`src/rtl/demux_router_pkg.sv`:
```
// Shared constants for the 3-port demux router: one-hot port selects and FIFO depth.
package demux_router_pkg;
  localparam int NUM_PORTS  = 3;
  localparam int FIFO_DEPTH = 2;

  localparam logic [2:0] PORT0 = 3'b001;
  localparam logic [2:0] PORT1 = 3'b010;
  localparam logic [2:0] PORT2 = 3'b100;
endpackage

```
`src/rtl/router_fifo2.sv`:
```
// 2-entry FIFO with valid/ready on both sides; storage is intentionally not reset.
module router_fifo2
  import demux_router_pkg::*;
#(
  parameter int DATA_WIDTH = 32
) (
  input  logic                  clk,
  input  logic                  reset,
  input  logic                  push_valid,
  output logic                  push_ready,
  input  logic [DATA_WIDTH-1:0] push_data,
  output logic                  pop_valid,
  input  logic                  pop_ready,
  output logic [DATA_WIDTH-1:0] pop_data
);
  logic [1:0]            cnt_q, cnt_d;
  logic                  wr_q, wr_d;
  logic                  rd_q, rd_d;
  logic [DATA_WIDTH-1:0] mem_q [FIFO_DEPTH];
  logic                  push, pop;

  // Ready looks only at registered occupancy, so a same-cycle pop never frees a slot.
  assign push_ready = (cnt_q < 2'(FIFO_DEPTH));
  assign pop_valid  = (cnt_q != 2'd0);
  assign pop_data   = mem_q[rd_q];
  assign push       = push_valid & push_ready;
  assign pop        = pop_ready & pop_valid;

  always_comb begin
    wr_d  = wr_q;
    rd_d  = rd_q;
    cnt_d = cnt_q + 2'(push) - 2'(pop);
    if (push) wr_d = ~wr_q;
    if (pop)  rd_d = ~rd_q;
  end

  always_ff @(posedge clk or posedge reset) begin
    if (reset) begin
      cnt_q <= '0;
      wr_q  <= 1'b0;
      rd_q  <= 1'b0;
    end else begin
      cnt_q <= cnt_d;
      wr_q  <= wr_d;
      rd_q  <= rd_d;
    end
  end

  always_ff @(posedge clk) begin
    if (push) mem_q[wr_q] <= push_data;
  end
endmodule

```
`src/rtl/demux_router.sv`:
```
// Routes one-hot addressed words into three independent 2-deep port FIFOs;
// illegal addresses are swallowed and counted.
module demux_router
  import demux_router_pkg::*;
#(
  parameter int DATA_WIDTH = 32,
  parameter int CNT_WIDTH  = 8
) (
  input  logic                  clk,
  input  logic                  reset,
  input  logic                  in_valid,
  output logic                  in_ready,
  input  logic [DATA_WIDTH-1:0] in_data,
  input  logic [2:0]            in_addr,
  output logic [2:0]            out_valid,
  input  logic [2:0]            out_ready,
  output logic [DATA_WIDTH-1:0] out_data0,
  output logic [DATA_WIDTH-1:0] out_data1,
  output logic [DATA_WIDTH-1:0] out_data2,
  output logic                  err_pulse,
  output logic [CNT_WIDTH-1:0]  err_count
);
  logic [NUM_PORTS-1:0]                 port_hit;
  logic [NUM_PORTS-1:0]                 fifo_ready;
  logic [NUM_PORTS-1:0][DATA_WIDTH-1:0] fifo_data;
  logic                                 legal;
  logic                                 err_pulse_q, err_pulse_d;
  logic [CNT_WIDTH-1:0]                 err_count_q, err_count_d;

  assign port_hit = {in_addr == PORT2, in_addr == PORT1, in_addr == PORT0};
  assign legal    = |port_hit;
  // Illegal words are always accepted so a bad address can never stall the source.
  assign in_ready = legal ? |(port_hit & fifo_ready) : 1'b1;

  for (genvar k = 0; k < NUM_PORTS; k++) begin : g_port
    router_fifo2 #(.DATA_WIDTH(DATA_WIDTH)) u_fifo (
      .clk        (clk),
      .reset      (reset),
      .push_valid (in_valid & port_hit[k]),
      .push_ready (fifo_ready[k]),
      .push_data  (in_data),
      .pop_valid  (out_valid[k]),
      .pop_ready  (out_ready[k]),
      .pop_data   (fifo_data[k])
    );
  end

  assign out_data0 = fifo_data[0];
  assign out_data1 = fifo_data[1];
  assign out_data2 = fifo_data[2];

  always_comb begin
    err_pulse_d = in_valid & ~legal;
    err_count_d = err_count_q;
    if (err_pulse_d && (err_count_q != '1)) err_count_d = err_count_q + 1'b1;
  end

  always_ff @(posedge clk or posedge reset) begin
    if (reset) begin
      err_pulse_q <= 1'b0;
      err_count_q <= '0;
    end else begin
      err_pulse_q <= err_pulse_d;
      err_count_q <= err_count_d;
    end
  end

  assign err_pulse = err_pulse_q;
  assign err_count = err_count_q;
endmodule

```
`config.mk`:
```
export PLATFORM = sky130hd
export DESIGN_NAME = demux_router
export DESIGN_NICKNAME = d
export VERILOG_FILES = /design/src/rtl/demux_router_pkg.sv /design/src/rtl/router_fifo2.sv /design/src/rtl/demux_router.sv
export SDC_FILE = /design/constraint.sdc
export NUM_CORES = 1
export LEC_CHECK = 0
export CAP_MARGIN = 30
export CORE_UTILIZATION = 40
export CTS_CLUSTER_SIZE = 12
export DETAILED_ROUTE_END_ITERATION = 10
export PLACE_DENSITY = 0.75
export SLEW_MARGIN = 20
export SYNTH_ARGS = -nofsm -noshare
export SYNTH_HDL_FRONTEND = slang
export SYNTH_SLANG_ARGS = --single-unit
```
`constraint.sdc`:
```
create_clock -name clk -period 3.9 [get_ports clk]
set_input_delay 0.78 -clock clk [delete_from_list [all_inputs] [get_ports clk]]
set_output_delay 0.78 -clock clk [all_outputs]
set_load 0.03 [all_outputs]
```
Word level (Yosys, flattened, before mapping)
Memory sizes are Yosys's and may differ from the RTL's.
Index checks and enable logic that the tools add are counted.
{"block": "totals", "input_bits": 41, "mem_bits_rw": 192, "n_memories": 3, "reg_bits": 21, "out_inout_bits": 109}
{"block": "classes", "addsub": 7, "bitwise": 18, "eq_ne": 4, "n_mux": 7, "magnitude_cmp": 3, "reduce_logical": 6}
{"name": "g_port[0].u_fifo.mem_q", "words": 2, "word_bits": 32, "rd": 1, "rd_ports_with_merged_regs": 0, "wr": 1, "line_no": "router_fifo2.sv:19", "text": "logic [DATA_WIDTH-1:0] mem_q [FIFO_DEPTH];"}
{"name": "g_port[1].u_fifo.mem_q", "words": 2, "word_bits": 32, "rd": 1, "rd_ports_with_merged_regs": 0, "wr": 1, "line_no": "router_fifo2.sv:19"}
{"name": "g_port[2].u_fifo.mem_q", "words": 2, "word_bits": 32, "rd": 1, "rd_ports_with_merged_regs": 0, "wr": 1, "line_no": "router_fifo2.sv:19"}
{"cell": "1-bit AND", "n": 10}
{"cell": "8-bit by 1-bit adder with 8-bit output (second input constant)", "n": 1}
{"cell": "8-bit inequality test (second input constant)", "n": 1}
{"cell": "1-bit two-way mux", "n": 7}
{"cell": "1-bit NOT", "n": 7}
{"cell": "2-bit by 1-bit adder with 2-bit output", "n": 3}
{"cell": "2-bit < comparator (second input constant)", "n": 3}
{"cell": "2-bit nonzero test", "n": 3}
{"cell": "3-bit OR reduction", "n": 2}
{"cell": "2-bit by 1-bit subtractor with 2-bit output", "n": 3}
{"cell": "3-bit AND", "n": 1}
{"cell": "3-bit by 1-bit == test with 1-bit output (second input constant)", "n": 1}
{"cell": "3-bit by 2-bit == test with 1-bit output (second input constant)", "n": 1}
{"cell": "3-bit == test (second input constant)", "n": 1}
{"cell": "1-bit logical AND", "n": 1}

Logic depth before layout (Yosys ltp)
{"block": "logic_depth", "depth_word": 5, "ltp_mapped": 5}

By module
Synthesis repeated with hierarchy kept, for this count alone.
{"block": "hier_totals", "hier_cells": 413, "area_unflattened_um2": 8510.7}
{"module": "router_fifo2", "seq_area_each_um2": 2021.9, "instances": 3, "cells_each": 121, "area_each_um2": 2667.6}
{"module": "demux_router", "seq_area_each_um2": 225.2, "instances": 1, "cells_each": 50, "area_each_um2": 508.0}

Worst setup path after synthesis
No wires, ideal clock.
{"block": "synth_path", "kind": "in2reg", "start": "input in_addr[1]", "end": "memory g_port[0].u_fifo.mem_q[0][0], enable pin", "t_arrival_ps": 2878, "stages": 3, "t_required_ps": 3479, "slack_ps": 601, "setup_time_ps": 421, "cell_sequence": "nor3b_1 -> nand3b_1 -> nor2_1"}
{"block": "synth_via", "elab_chain_len": 5}
{"element": "start: declaration", "line_no": "demux_router.sv:14", "text": "input logic [2:0] in_addr,"}
{"element": "3-bit by 1-bit == test with 1-bit output", "line_no": "demux_router.sv:30", "text": "assign port_hit = {in_addr == PORT2, in_addr == PORT1, in_addr == PORT0};"}
{"element": "1-bit AND", "line_no": "demux_router.sv:39", "text": ".push_valid (in_valid & port_hit[k]),"}
{"element": "1-bit AND", "line_no": "router_fifo2.sv:26", "text": "assign push = push_valid & push_ready;"}
{"element": "1-bit two-way mux", "line_no": "router_fifo2.sv:50", "text": "if (push) mem_q[wr_q] <= push_data;"}
{"element": "1-bit two-way mux (not written as such)", "line_no": "router_fifo2.sv:50"}
{"element": "end: declaration", "line_no": "router_fifo2.sv:19"}
Every way passes these cells.

Final worst setup path
{"block": "layout_path", "start": "input in_addr[1]", "end": "output in_ready"}
{"block": "layout_via", "elab_chain_len": 4, "elab_cells_between_ends": 7}
{"element": "3-bit by 1-bit == test with 1-bit output, or another cell as far along", "line_no": "demux_router.sv:30"}
{"element": "3-bit AND", "line_no": "demux_router.sv:33", "text": "assign in_ready = legal ? |(port_hit & fifo_ready) : 1'b1;"}
{"element": "3-bit OR reduction", "line_no": "demux_router.sv:33"}
{"element": "1-bit two-way mux (*)", "line_no": "demux_router.sv:33"}
{"element": "end: declaration", "line_no": "demux_router.sv:12", "text": "output logic in_ready,"}
Mark *: on every way between the ends. The rest lies on a longest branch, timed or not.

==> results.ini <==
[yosys]
mappedNetlistArea_um2=8010
yosysUniqueCellTypes=29
synth.avg_cell_area_um2=19.7
yosys_warnings=0
synth_area_leaders=edfxtp_1, mux2_2, dfrtp_1, xnor2_1, xor2_1
yosysMostFrequentCell=edfxtp_1
synth-seq-cells=213
ys_seq_area_share_pct=78.6
synth_top_cell_area_share_pct=72.0
ys.flop_type=edfxtp_1
synth_edf_count=192
yosys.area.top_type=edfxtp_1
synthTopCellsByCount=edfxtp_1, mux2_2, dfrtp_1, clkbuf_1, xnor2_1
synthesis.instances=406
postSynthNetCount=451
async_reset_ff_share_pct=9.86

[final_layout]
final_core_util_pct=54.1
drive_above_1_share_pct=25.8
final.fill_count=1510
seqCellArea_um2=6290
antenna_cells=0
design_area_um2=10600
multi_input_comb_area_um2=1650
instances_no_fill=854
fin_nets=622
syn_to_final_growth_pct=32.1

[cts]
htreeDepth=1
clkSinkCount=213
hold_buffers=0
cts_root_buf=clkbuf_16
ctsResizeCount=0
cts_buffers=23
clockBufferDepth=3
cts_tree=built
cts_setup_buffers=0
clk-insertion-delay-late_ns=0.50
clk_pin_slew_ns=0.05

[worst_setup_path]
path_cells=clkdlybuf4s50_1 > nor3b_1 > a21oi_1 > clkdlybuf4s50_1
rrSetupSlack_ns=1.74
reg2reg_to=g_port[2].u_fifo.mem_q[0][14]
critPathBufInv=2
path_delay_family=buffers and inverters
crit_end=in_ready
crit_path_frequent_cell=clkdlybuf4s50_1
rr_startpoint=g_port[2].u_fifo.cnt_q[1]
worst_path_largest_cell_delay_ns=0.62
critPathLaunch=in_addr[1]
cp.depth=4
cp-start-kind=input pin
cp-end-kind=output port
arrival_ns=2.62
cp_slowest_cell=clkdlybuf4s50_1
worstPathRequired_ns=3.12
critPathKind=in -> out
r2r_cells=3
crit_fanout=6

[routing]
drc=0
firstDrtPassIters=4
initialDrtViolationCount=160
vias=4122
wl_um=16300
viasPerCell=4.83
drt-wirelength-per-cell_um=19.1
ant_nets=0

[place]
placed_cells=817
place_ws_ns=0.490
port_buffers=149
routabilityCongestion=0.753
post_dp_cell_area_um2=9900
dpl.hpwl_um=10500

[floorplanning]
rows=51
ios=150
fp.coreArea_um2=19500
die_h_um=143
dieArea_um2=20600
initial_utilization_pct=41.0
die_x_um=143

[power]
p_total_mw=7.15
p_per_area_nw_per_um2=676
power_leakage_nw=3.56
vdd_drop_max_uv=408

[global_route]
antenna_found_initial=0
grt_max_degree=34
grt_pass1_wl_um=24900
grtUsageTotal_pct=16.2
gr-total-overflow=0
grt_pass1_vias=4431

[timing]
worst_pin_slew_ns=0.898
rsz0062_at_grt=false
finalSetupTns_ns=0
max_freq_mhz=294
slew_violations=0
slew_headroom_pct=40.2
finalHoldViolations=0
setup_viol=0
final.min_clock_period_ns=3.40
setup_slack_ns=0.504
clock_skew_ns=0.0192
fin_crit_sh_pct=87.1
fin_hold_ws_ns=0.549

[outcome]
status=complete, no violations

[run]
drv_cap=0

[hold_path]
min_path_type=reg -> reg

layout by cell type, fill, tap and decap left out, types with 2 or more instances in the layout:
master             n
ha_1               4
clkinv_2           3
nand3b_1           3
a21oi_1            5
or2_2              3
xor2_1             6
buf_4             11
dfrtp_1           18
clkdlybuf4s50_1  149
nor2_4             4
nand4_1            3
clkbuf_1           7
clkbuf_16         23
mux2_1             2
and2_1             3
nor2_1             5
nand3_1            2
mux2_2            97
a31oi_1            3
nor3_1             2
or3_1              2
xnor2_1           12
edfxtp_1         192
dfrtp_2            3
inv_1              8
nand2b_1           2
and2_2             2
nand2_1            3
cell families after synthesis:
logic type                 synth area share (%)
AOI/OAI and AO/OA                          1.08
xor gates and xnor gates                   1.97
adders and majority gates                 0.625
buffers and inverters                      1.22
DFF                                        78.6
muxes                                      13.9
and+or+nand+nor                            2.61
worst register-to-register path: cells and delay by family (launching register included):
kind | cells | cell delay, ns
buffers and inverters | 1 | 0.34
AND/OR/NAND/NOR | 2 | 1.08
flip-flops | 1 | 0.43
state kept, by name (all words and copies together) (netlist names):
name and flops:
err_count 8, g_port.u_fifo.mem_q 192, g_port.u_fifo.rd_q 3, err_pulse 1, g_port.u_fifo.wr_q 3, g_port.u_fifo.cnt_q 6
worst min path at each step:
| stage | end | slack [ns] | from | cells after the start |
|---|---|---|---|---|
| 2_1_floorplan | g_port[1].u_fifo.wr_q | 0.46 | g_port[1].u_fifo.wr_q | 1 |
| 3_3_place_gp | err_count[3] | 0.53 | err_count[3] | 1 |
| 3_5_place_dp | err_count[3] | 0.54 | err_count[3] | 1 |
| 4_1_cts | err_count[3] | 0.55 | err_count[3] | 1 |
| 5_1_grt | g_port[0].u_fifo.wr_q | 0.59 | g_port[0].u_fifo.wr_q | 1 |
| 6_report | err_count[3] | 0.55 | err_count[3] | 1 |
metal layers:
metal  share of wire (%)  vias to the layer above  wire length, um  track usage (%)
met5                   0                        -                0                0
met4                 2.6                        0              418             4.65
met3                 4.0                       31              648             2.73
met2                  50                      114             8220             28.1
met1                  43                     2085             7000             20.8
li1                    -                     1892                -                -
report_power, final:
part	internal (mW)	total (mW)	switching (mW)	leakage (nW)
clock	1.16	1.96	0.797	0.326
combinational	1.09	2.23	1.14	1.25
sequential	2.65	2.97	0.313	1.98
final cells by class:
type	instances	share of cell area, %
repair buffers	161	15.1
inverters	8	0.284
flip-flops and latches	213	59.5
clock inverters	6	0.533
clock buffers	31	5.82
multi-input cells	170	15.6
well taps	265	3.14
(Power assumes the default switching activity.)
